$ cat src/rtl/mem_image_loader.sv
// mem_image_loader: streams an image into memory, verifies it by read-back checksum, then releases the CPU reset
module mem_image_loader #(
    parameter int ADDR_WIDTH = 10,
    parameter int MEM_WIDTH  = 2**(ADDR_WIDTH-2)
) (
    input  logic                  clk,
    input  logic                  rst,
    input  logic                  start,
    input  logic [ADDR_WIDTH-2:0] word_count,
    input  logic                  in_valid,
    output logic                  in_ready,
    input  logic [31:0]           in_data,
    output logic [ADDR_WIDTH-1:0] mem_Waddr,
    output logic                  mem_Wren,
    output logic [31:0]           mem_Wdata,
    output logic [ADDR_WIDTH-1:0] mem_Raddr,
    output logic                  mem_Rden,
    input  logic [31:0]           mem_Rdata,
    output logic                  busy,
    output logic                  done,
    output logic                  error,
    output logic [31:0]           checksum,
    output logic                  cpu_rst
);
    typedef enum logic [2:0] {IDLE, LOAD, VERIFY, DONE, ERR} state_t;
    localparam logic [ADDR_WIDTH-2:0] CNT_ONE = 1;
    localparam logic [ADDR_WIDTH-3:0] PTR_ONE = 1;
    localparam logic [ADDR_WIDTH-2:0] MAX_CNT = MEM_WIDTH[ADDR_WIDTH-2:0];
    state_t                state;
    logic [ADDR_WIDTH-3:0] ptr;
    logic [ADDR_WIDTH-2:0] cnt;
    logic [31:0]           load_sum, rd_sum, rd_sum_next;
    logic                  last;
    always_comb begin
        last        = {1'b0, ptr} == cnt - CNT_ONE;
        rd_sum_next = rd_sum + mem_Rdata;
        in_ready    = state == LOAD;
        mem_Wren    = in_ready && in_valid;
        mem_Waddr   = in_ready ? {2'b00, ptr} : '0;
        mem_Wdata   = in_ready ? in_data : '0;
        mem_Rden    = state == VERIFY;
        mem_Raddr   = mem_Rden ? {2'b00, ptr} : '0;
        busy        = in_ready || mem_Rden;
        done        = state == DONE;
        error       = state == ERR;
        cpu_rst     = !done;
        checksum    = done ? load_sum : '0;
    end
    always_ff @(posedge clk) begin
        if (rst) begin
            state    <= IDLE;
            ptr      <= '0;
            cnt      <= '0;
            load_sum <= '0;
            rd_sum   <= '0;
        end else begin
            case (state)
                IDLE, ERR: if (start) begin
                    ptr      <= '0;
                    cnt      <= word_count;
                    load_sum <= '0;
                    rd_sum   <= '0;
                    state    <= word_count > MAX_CNT ? ERR : word_count == '0 ? DONE : LOAD;
                end
                LOAD: if (in_valid) begin
                    load_sum <= load_sum + in_data;
                    ptr      <= last ? '0 : ptr + PTR_ONE;
                    if (last) state <= VERIFY;
                end
                VERIFY: begin
                    rd_sum <= rd_sum_next;
                    ptr    <= ptr + PTR_ONE;
                    if (last) state <= rd_sum_next == load_sum ? DONE : ERR;
                end
                default: ;
            endcase
        end
    end
endmodule

$ cat config.mk
export PLATFORM = sky130hd
export DESIGN_NAME = mem_image_loader
export DESIGN_NICKNAME = d
export VERILOG_FILES = /design/src/rtl/mem_image_loader.sv
export SDC_FILE = /design/constraint.sdc
export NUM_CORES = 1
export LEC_CHECK = 0
export CAP_MARGIN = 20
export CORE_AREA = 2 2 149 151
export CTS_BUF_LIST = sky130_fd_sc_hd__clkbuf_4 sky130_fd_sc_hd__clkbuf_8
export DETAILED_ROUTE_END_ITERATION = 12
export DIE_AREA = 0 0 151 153
export HOLD_SLACK_MARGIN = 0.1
export PLACE_DENSITY_LB_ADDON = 0.25
export SYNTH_ARGS = -nofsm -noshare
export SYNTH_HDL_FRONTEND = slang
export SYNTH_SLANG_ARGS = --single-unit
$ cat constraint.sdc
create_clock -name clk -period 8.7 [get_ports clk]
set_input_delay 0.87 -clock clk [delete_from_list [all_inputs] [get_ports clk]]
set_output_delay 0.87 -clock clk [all_outputs]
set_load 0.01 [all_outputs]
== Yosys cells after proc, flatten, opt, wreduce, memory -nomap -nowiden ==
Cells that the tools add are included.
Widths: inputs -> output; s select.
Word-level totals
  register bits: 84
  bits in latches: 0
  bits in writable memories: 0
  ROM bits: 0
  bits of input ports: 77
  memories kept: 0
Cells by class
  add/subtract/negate cells: 4
  multipliers: 0
  div/mod/pow operators: 0
  order comparisons: 1
  equal/unequal tests: 10
  shift operators: 0
  multiplexer cells: 20
  bitwise gates (word level): 0
  reduce and logical (&&, ||, !) cells: 14
Operators by type and width (count)
  $mux 32: 4
  $pmux 32 s2: 2
  $add 32x32->32: 2
  $mux 8: 5
  $eq 32x32->1: 1
  $pmux 8 s3: 1
  $mux 3: 6
  $eq 8x9->1: 1
  $gt 9x9->1 const B: 1
  $logic_not 9->1: 1
  $pmux 3 s3: 1
  $sub 9x1->9 const B: 1
  $add 8x1->8 const B: 1
  $eq 3x2->1 const B: 2
  $reduce_and 3->1: 2
  $reduce_and 5->1: 1
  $ne 2x1->1 const B: 2
  $ne 2x2->1 const B: 2
  $reduce_and 2->1: 2
  $reduce_bool 2->1: 2
  $eq 3x1->1 const B: 1
  $eq 3x3->1 const B: 1
  $logic_not 3->1: 1
  $reduce_bool 3->1: 1
  other kinds (5): 5

== Logic depth before layout (Yosys ltp) ==
  depth in word-level cells: 5
  gate-level depth with buffers: 13
  mapped depth without buffers: 13

== Worst setup path after synthesis ==
No wires, ideal clock.
  kind: input-to-reg
  start point: in mem_Rdata[0]
  end point: reg state[2]
  setup time: 117 ps
  arrival time: 3583 ps
  data required time: 8583 ps
  path slack: 5000 ps
  cell stages on the path: 13
  path through: ha_1 > inv_1 > fa_1 > nand2b_1 > a211oi_2 > o221ai_2 > a21oi_2 > a31oi_2 > xnor2_1 > or3_1 > nor4_1 > nand4_1 > a32o_1
Between the ends
  longest elaborated chain between the ends: 5
Ends and longest elaborated chain
  start, declared: line 18  | input logic [31:0] mem_Rdata,
  $add 32x32->32: line 36  | rd_sum_next = rd_sum + mem_Rdata;
  $eq 32x32->1: line 73  | if (last) state <= rd_sum_next == load_sum ? DONE : ERR;
  $mux 3 (2 in a row): line 73
  $pmux 3 s3: line 57  | case (state)
  end signal, assigned: line 63  | state <= word_count > MAX_CNT ? ERR : word_count == '0 ? DONE : LOAD;
  end signal, assigned: line 73
  end, declared: line 29  | state_t state;
Every way passes these cells. The select of a mux whose other input is x is not followed.
A chain may end at the register's enable or synchronous reset.

== Worst setup path after layout ==
  start point: in mem_Rdata[0]
  end point: reg state[1]
Same word-level chain as after synthesis.

==> metrics <==
layout cell share with drive strength beyond 1 4.70%; largest net degree at the start of global routing 75; Routability Congestion 0.935; die height between 150 and 200 µm; Core Rows 54; status finished clean; yosys warns 0; Finish-stage setup viols 0; Crit path arrival time 4610 ps; Cells after DPL roughly 1500; CP max FO 5; P per Cell Area about 190 mW/mm²; top cells by area, synth dfxtp_1 21%, ha_1 9.9%, and2_1 6.7%, xnor2_1 6.3%, a21oi_1 6.0%; Top Usage Layer GRT met2; CTS tree built; P&R area growth vs syn 24.9%; Setup Buffers After CTS 0; mapped cell area between 0.008 and 0.009 mm²; IO Pins 168; final period utilization 49.7%; DR WL/cell 17.3 µm; Synth Register Bits 84; Worst-Margin Slew 868 ps; Inserted Clock Buffers 9; Crit Path Category primary input to flip-flop; synthesized area per cell between 7 and 8 µm²; RSZ-0062 raised after global routing no; leakage 4.12 nW; Longest Clk Path Bufs 2; post-synthesis cell count 1063; first-pass GRT wire length approximately 40 mm; grt total ovfl 0; maximum vdd drop slightly below 0.00008 V; die width about 150 µm; Max Fclk roughly 230 MHz; Routed Wire Length between 20 and 30 mm; r2r setup slk between 4000 and 5000 ps; relative slew slack a little over two fifths; Synth Flop Type dfxtp_1; Layout fillers 2198; critical path required time roughly 9000 ps; WHS Endpoint rd_sum[12]$_SDFFE_PP0P_; sequential area share after synthesis 20.9%; clock root cell clkbuf_8; antenna violations before repair 0; H-tree depth 3; Num Clock Sinks between 80 and 90; async set-reset flop share out of synthesis 0%; GR Util met3 about 2.8%; Final nets ~1300; worst reg-to-reg path cell count 13; area of the die 0.0231 mm²; placed wire-length estimate ~19 mm; Yosys top cell by area dfxtp_1; Total GRT Usage between 20% and 30%; r2r endpoint state[1]$_SDFFE_PP0P_; CP Capture Type flip-flop; fin cells about 1500; number of flops mapped to enable cells by yosys 0; worst reg2reg startpoint rd_sum[0]$_SDFFE_PP0P_; Post-CTS Resized 0; worst min-delay path startpoint rd_sum[12]$_SDFFE_PP0P_; input/output buffers about 160; Tmin final 4320 ps; Max Slew Vio Count 0; Post-CTS Hold Buffers 0; final hold viol count 0; Startpoint Class primary input; worst skew pair latency around 380 ps; distinct cell type count after synthesis 83; DR vias roughly 8000; max_cap viols 0; Worst Skew 12.4 ps; post-route antenna net violation count 0; Hold Crit Class flip-flop to flip-flop; Remaining DRCs 0; via/cell ratio roughly 5.5; Core Footprint 0.0215 mm²; GR Layer Usage met1 between 30 and 40%; DR iter-0 viols around 520; Synth top area share between 20% and 30%; clk slew on worst S/H paths roughly 90 ps; Hold Crit Depth 2; TNS Setup 0 ps; GRT met2 Usage between 30% and 40%; Pre-Repair DR Iteration Count 5; Starting Density a little under two fifths; vias in the first global route about 7600
-- routing by layer --
| layer | vias up | share of wire, % |
|---|---|---|
| met5 | - | 0 |
| met1 | 3782 | 48 |
| met2 | 231 | 45 |
| met3 | 39 | 4.8 |
| met4 | 0 | 2.2 |
| li1 | 4073 | - |
-- layout by cell type (no fill, tap or decap), types with 11 or more instances in the layout --
cell type,instances
clkdlybuf4s50_1,162
nor2_1,101
a21oi_1,97
nand2_1,88
and2_1,86
dfxtp_1,84
ha_1,64
xnor2_1,58
nand3_1,41
a21o_1,30
inv_1,29
nor3_1,29
xor2_1,28
o21ai_0,25
a22oi_1,25
and3_1,17
nor2b_1,12
clkbuf_8,12
a31oi_1,11
-- cell families (layout without fill, tap and decap cells) --
logic type | Yosys count | count (layout) | synth area share, %
XOR/XNOR | 92 | 92 | 11.1
buffers and inverters | 90 | 216 | 4.70
AND/OR/NAND/NOR | 434 | 434 | 27.1
multiplexers | 5 | 5 | 0.621
flip-flops | 84 | 84 | 20.9
other | 1 | 5 | 0.0465
AO/OA/AOI/OAI | 291 | 291 | 25.2
adder cells (fa/ha/maj) | 66 | 66 | 10.4
-- worst max-delay path, cell delays in order --
cell and delay (ps):
clkdlybuf4s50_1 460, ha_1 190, inv_1 60, fa_1 390, nand2b_1 190, a211oi_2 380
o221ai_2 230, a21oi_2 320, a21oi_1 190, a21oi_1 270, xor3_1 260, a311oi_1 260
nand4_1 250, a221oi_1 290
-- registers in the layout, indices dropped and copies added, names as in the netlist --
name,count
load_sum,32
rd_sum,32
cnt,9
ptr,8
state,3
-- area by class of cell --
type	instances	area [µm²]	share of cell area (%)
Inverter	29	109	1.08
Timing Repair Buffer	171	1690	16.8
Clock inverter	4	55.1	0.547
Clock buffer	12	165	1.64
Multi-Input combinational cell	892	6020	59.8
Tap cell	280	350	3.48
Sequential cell	84	1680	16.7
Antenna cell	1	2.50	0.0249
-- metrics by stage --
stage	setup WS (ps)	total power, W	area, µm²	utilization [%]	hold slack (ps)
2_1_floorplan	5000	0.00124	8070	-	440
3_3_place_gp	4110	0.00156	9840	45.8	450
3_5_place_dp	4040	0.00156	9840	45.8	458
4_1_cts	4430	0.00189	10100	46.8	471
5_1_grt	4060	0.00203	10100	46.8	496
6_report	4380	0.00189	10100	46.9	471
-- how the worst max path moves through the flow --
| stage | from | endpoint | slack, ps | cells past startpoint |
|---|---|---|---|---|
| detailed placement | mem_Rdata[0] | state[2]$_SDFFE_PP0P_ | 4040 | 14 |
| finish | mem_Rdata[0] | state[1]$_SDFFE_PP0P_ | 4380 | 14 |
| CTS | mem_Rdata[0] | state[1]$_SDFFE_PP0P_ | 4430 | 14 |
| global placement | mem_Rdata[0] | state[2]$_SDFFE_PP0P_ | 4110 | 14 |
| floorplan | mem_Rdata[0] | state[2]$_SDFFE_PP0P_ | 5000 | 13 |
| global route | mem_Rdata[0] | state[1]$_SDFFE_PP0P_ | 4060 | 14 |
-- where the power goes --
part,switching (W),internal [W],leakage [nW]
Combinational,0.000599,0.000458,3.33
Clock,0.000164,0.000158,0.109
Sequential,0.0000649,0.000443,0.681
-- cell usage after synthesis, drive strengths merged (12+ instances only) --
cell type and count:
nor2 103, a21oi 98, nand2 89, and2 86, dfxtp 84, ha 64
xnor2 58, nand3 41, clkbuf 39, o21ai 34, a21o 30, nor3 30
inv 29, xor2 28, a22oi 25, buf 22, and3 17, a211oi 12
a31oi 12, nor2b 12
No activity file was read; power rests on OpenSTA's default activity.
